===== config.mk =====
export PLATFORM = sky130hd
export DESIGN_NAME = pixel_readout_packer
export DESIGN_NICKNAME = d
export VERILOG_FILES = /design/src/rtl/pixel_scan_pkg.sv /design/src/rtl/pixel_pack_fifo.sv /design/src/rtl/pixel_readout_packer.sv
export SDC_FILE = /design/constraint.sdc
export NUM_CORES = 1
export LEC_CHECK = 0
export ABC_AREA = 1
export BUFFER_PORTS_ARGS = -buffer_cell sky130_fd_sc_hd__buf_2
export CORE_ASPECT_RATIO = 0.75
export CORE_UTILIZATION = 55
export CTS_CLUSTER_SIZE = 12
export DETAILED_ROUTE_END_ITERATION = 16
export PLACE_DENSITY = 0.73
export SLEW_MARGIN = 40
export SYNTH_ARGS = -nofsm -noshare
export SYNTH_HDL_FRONTEND = slang
export SYNTH_SLANG_ARGS = --single-unit

===== constraint.sdc =====
create_clock -name clk_s -period 16.58 [get_ports clk_s]
set_input_delay 1.658 -clock clk_s [delete_from_list [all_inputs] [get_ports clk_s]]
set_output_delay 1.658 -clock clk_s [all_outputs]
set_load 0.1 [all_outputs]

===== src/rtl/pixel_scan_pkg.sv =====
// rtl/pixel_scan_pkg.sv - shared constants, field widths and counter-width helpers for the pixel scan blocks
package pixel_scan_pkg;

    localparam int DATA_W     = 32;
    localparam int HDR_SYNC_W = 8;
    localparam int HDR_RSVD_W = 8;
    localparam int HDR_FCNT_W = 16;

    localparam logic [HDR_SYNC_W-1:0] HDR_SYNC = 8'hA5;

    typedef enum logic {
        ST_IDLE = 1'b0,
        ST_SCAN = 1'b1
    } pack_state_e;

    function automatic int RowCntWid(input int rows);
        return (rows > 1) ? $clog2(rows) : 1;
    endfunction

    // One extra code so the column counter can also hold COLUMN itself
    function automatic int ColCntWid(input int cols);
        return $clog2(cols + 1);
    endfunction

endpackage


===== src/rtl/pixel_pack_fifo.sv =====
// rtl/pixel_pack_fifo.sv - synchronous output FIFO; a push into a full FIFO is accepted only alongside a pop
module pixel_pack_fifo #(
    parameter int WIDTH = 32,
    parameter int DEPTH = 8
) (
    input  logic             clk_s,
    input  logic             rst_s,
    input  logic             wr_en_i,
    input  logic [WIDTH-1:0] wr_data_i,
    input  logic             rd_en_i,
    output logic [WIDTH-1:0] rd_data_o,
    output logic             full,
    output logic             empty
);

    localparam int AW   = $clog2(DEPTH);
    localparam int CNTW = AW + 1;

    logic [WIDTH-1:0] mem_q [DEPTH];
    logic [AW-1:0]    wr_ptr_q, rd_ptr_q;
    logic [CNTW-1:0]  cnt_q;
    logic             do_rd, do_wr;

    assign empty     = (cnt_q == '0);
    assign full      = (cnt_q == CNTW'(DEPTH));
    assign do_rd     = rd_en_i & ~empty;
    assign do_wr     = wr_en_i & (~full | do_rd);
    assign rd_data_o = mem_q[rd_ptr_q];

    always_ff @(posedge clk_s or posedge rst_s) begin
        if (rst_s) begin
            for (int i = 0; i < DEPTH; i++) begin
                mem_q[i] <= '0;
            end
            wr_ptr_q <= '0;
            rd_ptr_q <= '0;
            cnt_q    <= '0;
        end else begin
            if (do_wr) begin
                mem_q[wr_ptr_q] <= wr_data_i;
                wr_ptr_q        <= wr_ptr_q + 1'b1;
            end
            if (do_rd) begin
                rd_ptr_q <= rd_ptr_q + 1'b1;
            end
            if (do_wr && !do_rd) begin
                cnt_q <= cnt_q + 1'b1;
            end else if (do_rd && !do_wr) begin
                cnt_q <= cnt_q - 1'b1;
            end
        end
    end

endmodule


===== src/rtl/pixel_readout_packer.sv =====
// rtl/pixel_readout_packer.sv - rebuilds one hit word per matrix row from the scanner's serial pixel stream
// Optional zero suppression of empty rows: define PIXEL_PACK_ZS_EN.
module pixel_readout_packer
    import pixel_scan_pkg::*;
#(
    parameter int ROW        = 400,
    parameter int COLUMN     = 32,
    parameter int FIFO_DEPTH = 8
) (
    input  logic                      clk_s,
    input  logic                      rst_s,
    input  logic                      speak_s,
    input  logic                      marker_a,
    input  logic                      pix_dout,
    input  logic                      out_ready,
    output logic                      out_valid,
    output logic [DATA_W-1:0]         out_data,
    output logic [RowCntWid(ROW)-1:0] out_row,
    output logic                      out_hdr,
    output logic                      overflow
);

    localparam int RW = RowCntWid(ROW);
    localparam int CW = ColCntWid(COLUMN);
    localparam int EW = DATA_W + RW + 1;

    pack_state_e             state_q, state_d;
    logic [CW-1:0]           col_idx_q, col_idx_d;
    logic [RW-1:0]           row_idx_q, row_idx_d, row_next;
    logic [DATA_W-1:0]       word_q, word_d, row_word, done_word;
    logic [HDR_FCNT_W-1:0]   frame_cnt_q, frame_cnt_d;
    logic                    last_bit_q, last_bit_d;
    logic                    overflow_q, overflow_d;
    logic                    row_done, row_keep, push;
    logic [EW-1:0]           push_data, head;
    logic                    fifo_full, fifo_empty;

    assign row_next   = (row_idx_q == RW'(ROW - 1)) ? '0 : row_idx_q + 1'b1;
    assign last_bit_d = speak_s ? pix_dout : last_bit_q;
    assign out_valid  = ~fifo_empty;
    assign overflow   = overflow_q;
    assign {out_hdr, out_row, out_data} = head;

`ifdef PIXEL_PACK_ZS_EN
    assign row_keep = |done_word;
`else
    assign row_keep = 1'b1;
`endif

    always_comb begin
        state_d     = state_q;
        col_idx_d   = col_idx_q;
        row_idx_d   = row_idx_q;
        word_d      = word_q;
        frame_cnt_d = frame_cnt_q;
        row_done    = 1'b0;
        done_word   = '0;
        push        = 1'b0;
        push_data   = '0;
        row_word    = word_q;
        for (int i = 0; i < COLUMN; i++) begin
            if (col_idx_q == CW'(i)) begin
                row_word[i] = pix_dout;
            end
        end

        if (speak_s && marker_a) begin
            state_d     = ST_SCAN;
            col_idx_d   = CW'(2);
            row_idx_d   = '0;
            word_d      = '0;
            word_d[0]   = last_bit_q;
            word_d[1]   = pix_dout;
            frame_cnt_d = frame_cnt_q + 1'b1;
            push        = 1'b1;
            push_data   = {1'b1, {RW{1'b0}}, HDR_SYNC, {HDR_RSVD_W{1'b0}}, frame_cnt_q};
        end else if (speak_s && state_q == ST_SCAN) begin
            // col_idx==COLUMN only occurs for a two-column matrix, where the marker
            // already completed row 0; flush it now and start the next row at bit 0.
            if (col_idx_q == CW'(COLUMN)) begin
                row_done  = 1'b1;
                done_word = word_q;
                word_d    = '0;
                word_d[0] = pix_dout;
                col_idx_d = CW'(1);
                row_idx_d = row_next;
            end else if (col_idx_q == CW'(COLUMN - 1)) begin
                row_done  = 1'b1;
                done_word = row_word;
                word_d    = '0;
                col_idx_d = '0;
                row_idx_d = row_next;
            end else begin
                word_d    = row_word;
                col_idx_d = col_idx_q + 1'b1;
            end
        end

        if (row_done && row_keep) begin
            push      = 1'b1;
            push_data = {1'b0, row_idx_q, done_word};
        end
    end

    assign overflow_d = overflow_q | (push & fifo_full & ~(out_valid & out_ready));

    always_ff @(posedge clk_s or posedge rst_s) begin
        if (rst_s) begin
            state_q     <= ST_IDLE;
            col_idx_q   <= '0;
            row_idx_q   <= '0;
            word_q      <= '0;
            frame_cnt_q <= '0;
            last_bit_q  <= 1'b0;
            overflow_q  <= 1'b0;
        end else begin
            state_q     <= state_d;
            col_idx_q   <= col_idx_d;
            row_idx_q   <= row_idx_d;
            word_q      <= word_d;
            frame_cnt_q <= frame_cnt_d;
            last_bit_q  <= last_bit_d;
            overflow_q  <= overflow_d;
        end
    end

    pixel_pack_fifo #(
        .WIDTH (EW),
        .DEPTH (FIFO_DEPTH)
    ) u_fifo (
        .clk_s     (clk_s),
        .rst_s     (rst_s),
        .wr_en_i   (push),
        .wr_data_i (push_data),
        .rd_en_i   (out_ready),
        .rd_data_o (head),
        .full      (fifo_full),
        .empty     (fifo_empty)
    );

endmodule


==> impl_results.rst <==
.. list-table::
   :header-rows: 1

   * - Metric
     - Value
   * - First-pass GRT wire length
     - around 95,000 um
   * - Post-DR wirelength/cell
     - 18.6 um
   * - Fraction of power consumed by sequential logic
     - 32.3%
   * - Length of the first detailed-routing pass in iterations
     - 6
   * - Yosys warns
     - 0
   * - Clock Sink Count
     - between 400 and 500
   * - Number of cells produced by synthesis
     - 2,690
   * - Highest attainable clock frequency
     - between 0.15 and 0.2 GHz
   * - Normalized max-slew margin
     - 41.3%
   * - Summed area of non-filler cells in the final layout
     - 22,200 um2
   * - Clock transition at the registers of the reported paths
     - 0.06 ns
   * - Total number of vias
     - 18,500
   * - Standard-cell row count
     - 60
   * - Number of filler instances in the final layout
     - just over 3,000
   * - Met2 usage in global routing
     - 47.4%
   * - Post-route minimum period
     - 5.19 ns
   * - Synthesized area divided by synthesized cell count
     - 7.56 um2
   * - Post-DRT Antenna Nets
     - 0
   * - Die outline width
     - 224 um
   * - Clock latency at the later pin of the worst-skew pair
     - 0.57 ns
   * - DRC violation total after the first TritonRoute iteration
     - 2,074
   * - Data required time at the worst endpoint
     - 14.92 ns
   * - Number of failing setup endpoints in the final timing report
     - 0
   * - Ant diodes
     - 0
   * - Post-Place Cell Area
     - a little over 20,000 um2
   * - DRC violation count after routing
     - 0
   * - Area growth syn-to-layout
     - 9.02%
   * - Placer's final routability congestion estimate
     - 0.856
   * - Post-layout nets
     - 2,658
   * - Max Clock Skew
     - 0.0202 ns
   * - Most frequent standard cell in the layout excluding fill and tap cells
     - nand2_1
   * - Sum of negative setup slack
     - 0 ns
   * - Total die area
     - between 30,000 and 40,000 um2
   * - Share of total power in the clock network
     - around a quarter
   * - Final Hold Slack
     - 0.472 ns
   * - Capturing element type of the critical path
     - output port
   * - Startpoint class of the critical path
     - flop
   * - RSZ-0062 raised after global routing
     - false
   * - CP Cell Sequence
     - inv_4, buf_6, o21ai_0, o22ai_1, nand2_1, nand2_1, buf_2
   * - Count of H-tree levels built during CTS
     - 2
   * - Seq cells post-synth
     - 412
   * - Post-CTS Setup Inserts
     - 0
   * - Final hold violation count
     - 0
   * - Antenna violations before repair
     - 0
   * - Maximum VDD drop
     - around 0.00014 V
   * - Async SR Flop Fraction
     - 100%
   * - TritonCTS clock tree
     - yes
   * - Most used cells in the layout excluding fill and tap cells
     - nand2_1, dfrtp_1, o21ai_0, nor2_1, nand3_1
   * - Net Switching
     - between 1.5 and 2 mW
   * - Met3 Use GR
     - 5.19%
   * - Net Count, Synth
     - 2,708
   * - Total power per unit cell area
     - between 150 and 200 nW/um2
   * - Tcrit/Tclk final
     - 31.3%
   * - Outcome
     - complete, no violations
   * - Count of cell types in the netlist
     - 38
   * - Static leakage power
     - 11.4 nW
   * - Delay of the slowest critical-path stage
     - 0.69 ns
   * - I/O pin cnt
     - 50
   * - Tightest Hold Check Type
     - flop to flop
   * - Via count normalized by instance count
     - 5.85
   * - # resized after CTS
     - 0
   * - Cell area after synthesis
     - 20,300 um2
   * - Grt peak-use layer
     - met2
   * - Count of input and output buffers
     - 49
   * - GRT Resource Usage Total
     - 31.6%
   * - Start-to-end type of the worst setup path
     - flop to output port
   * - Internal power
     - 2.11 mW
   * - Fraction of final layout cells with drive strength greater than 1
     - 7.47%
   * - Clock tree buffer depth
     - 3
   * - Worst EP arrival
     - around 3.5 ns
   * - Critical path's most frequent cell
     - nand2_1
   * - DIE HEIGHT
     - 169 um
   * - Effective utilization at floorplan
     - 56.3%
   * - Clock tree root driver cell
     - clkbuf_16
   * - Sequential element share of the synthesized area
     - 50.7%
   * - Vias in the first global route
     - 17,500
   * - Number of CTS-inserted buffers
     - 43
   * - Count of maximum capacitance violations
     - 0
   * - Routing usage on met1
     - roughly 47%
   * - Switching share of power
     - 47.9%
   * - Remaining global-route overflow
     - 0
   * - Core Box Area
     - 36,100 um2
   * - Main flop type after synthesis
     - dfrtp_1
   * - CTS Hold Buffers Added
     - 0
   * - Largest fanout of any net on the critical path
     - 90
   * - Relative contribution of combinational cells to total power
     - 44.1%
   * - First element of the critical path
     - u_fifo.rd_ptr_q[0]$_DFFE_PP0P_
   * - Pins over their slew limit
     - 0
   * - Slowest stage cell on the critical path
     - dfrtp_4
   * - Largest net degree at the start of global routing
     - 161
   * - Startpoint of the most critical hold path
     - state_q$_DFFE_PP0N_
   * - Detailed-placement wirelength estimate
     - 33,000 um
   * - Reg-to-reg critical path startpoint
     - col_idx_q[4]$_DFFE_PP0P_
   * - Total power after layout
     - between 4 and 5 mW
   * - Sum of routed wire length over all layers
     - 58,800 um
   * - Transition at the pin with the smallest max-transition slack
     - 0.881 ns
   * - Number of enable flip-flop cells after synthesis
     - 0
==> flip-flops by register name, summed over array words and instances, names as in the netlist <==
name and count:
col_idx_q 6, word_q 32, row_idx_q 9, u_fifo.rd_ptr_q 3, overflow 1, state_q 1, u_fifo.wr_ptr_q 3, u_fifo.mem_q 336
u_fifo.cnt_q 4, frame_cnt_q 16, last_bit_q 1
==> Yosys cell counts (all sizes together), types with 16 or more instances <==
cell	count	share of area [%]
o22ai	65	2.0
inv	104	1.9
nand3	100	2.6
clkbuf	111	2.0
dfrtp	412	51
nor2	263	5.2
a22o	17	0.73
buf	61	1.6
xor2	16	0.69
a21oi	31	0.82
nand4	36	1.3
o21ai	314	7.7
nand2	1105	21
==> layout make-up <==
| cell class | count | area (um2) | share of cell area (%) |
|---|---|---|---|
| flip-flops and latches | 412 | 10300 | 46.5 |
| multi-input cells | 2001 | 8940 | 40.3 |
| clock buffers | 64 | 1300 | 5.85 |
| clock inverters | 6 | 70.1 | 0.316 |
| repair buffers | 77 | 524 | 2.36 |
| inverters | 105 | 413 | 1.86 |
| well taps | 496 | 621 | 2.80 |
==> cells by family after synthesis <==
family / share of synthesized area, %
simple gates: 30.0
mux: 0.0554
compound gates: 12.1
fa+ha+maj: 0.775
xor+xnor: 0.818
flops: 50.7
buf+inv: 5.57
==> power by group through the flow <==
stage | clock, mW | sequential [mW] | combinational (mW)
after CTS | 0.962 | 1.30 | 1.77
after detailed placement | 0 | 1.32 | 1.76
final | 0.953 | 1.31 | 1.79
after floorplan | 0 | 1.27 | 1.45
after global routing | 1.00 | 1.33 | 1.91
after global placement | 0 | 1.33 | 1.71
==> final timing paths <==
kind | end | slack, ns | cells past startpoint
setup / recovery | out_data[3] | 11.39 | 7
hold / removal | state_q$_DFFE_PP0N_ | 0.47 | 1
setup reg to reg | u_fifo.cnt_q[3]$_DFFE_PP0P_ | 12.95 | 14
max in group asynchronous | u_fifo.mem_q[256]$_DFFE_PP0P_ | 14.09 | 4
min in group asynchronous | u_fifo.cnt_q[3]$_DFFE_PP0P_ | 1.15 | 2
hold reg to reg | state_q$_DFFE_PP0N_ | 0.47 | 1
==> through the flow <==
| stage | setup WS, ns | std cells | utilization [%] |
|---|---|---|---|
| 2_1_floorplan | 3.46 | 2690 | - |
| 3_3_place_gp | 11.65 | 3088 | 57.3 |
| 3_5_place_dp | 11.82 | 3089 | 57.5 |
| 4_1_cts | 11.21 | 3159 | 61.2 |
| 5_1_grt | 11.20 | 3161 | 61.4 |
| 6_report | 11.39 | 3161 | 61.4 |
==> worst max-delay path, delay by kind of cell, from the launching register on <==
family / cells / cell delay (ns)
buf+inv: 3 / 1.65
flops: 1 / 0.69
compound gates: 2 / 0.36
simple gates: 2 / 0.19
==> metal layers <==
metal	up-vias	share of wire, %
li1	8537	-
met1	8886	45
met2	930	43
met3	136	9.4
met4	0	2.4
met5	-	0
Power figures use the tool's default switching activity.
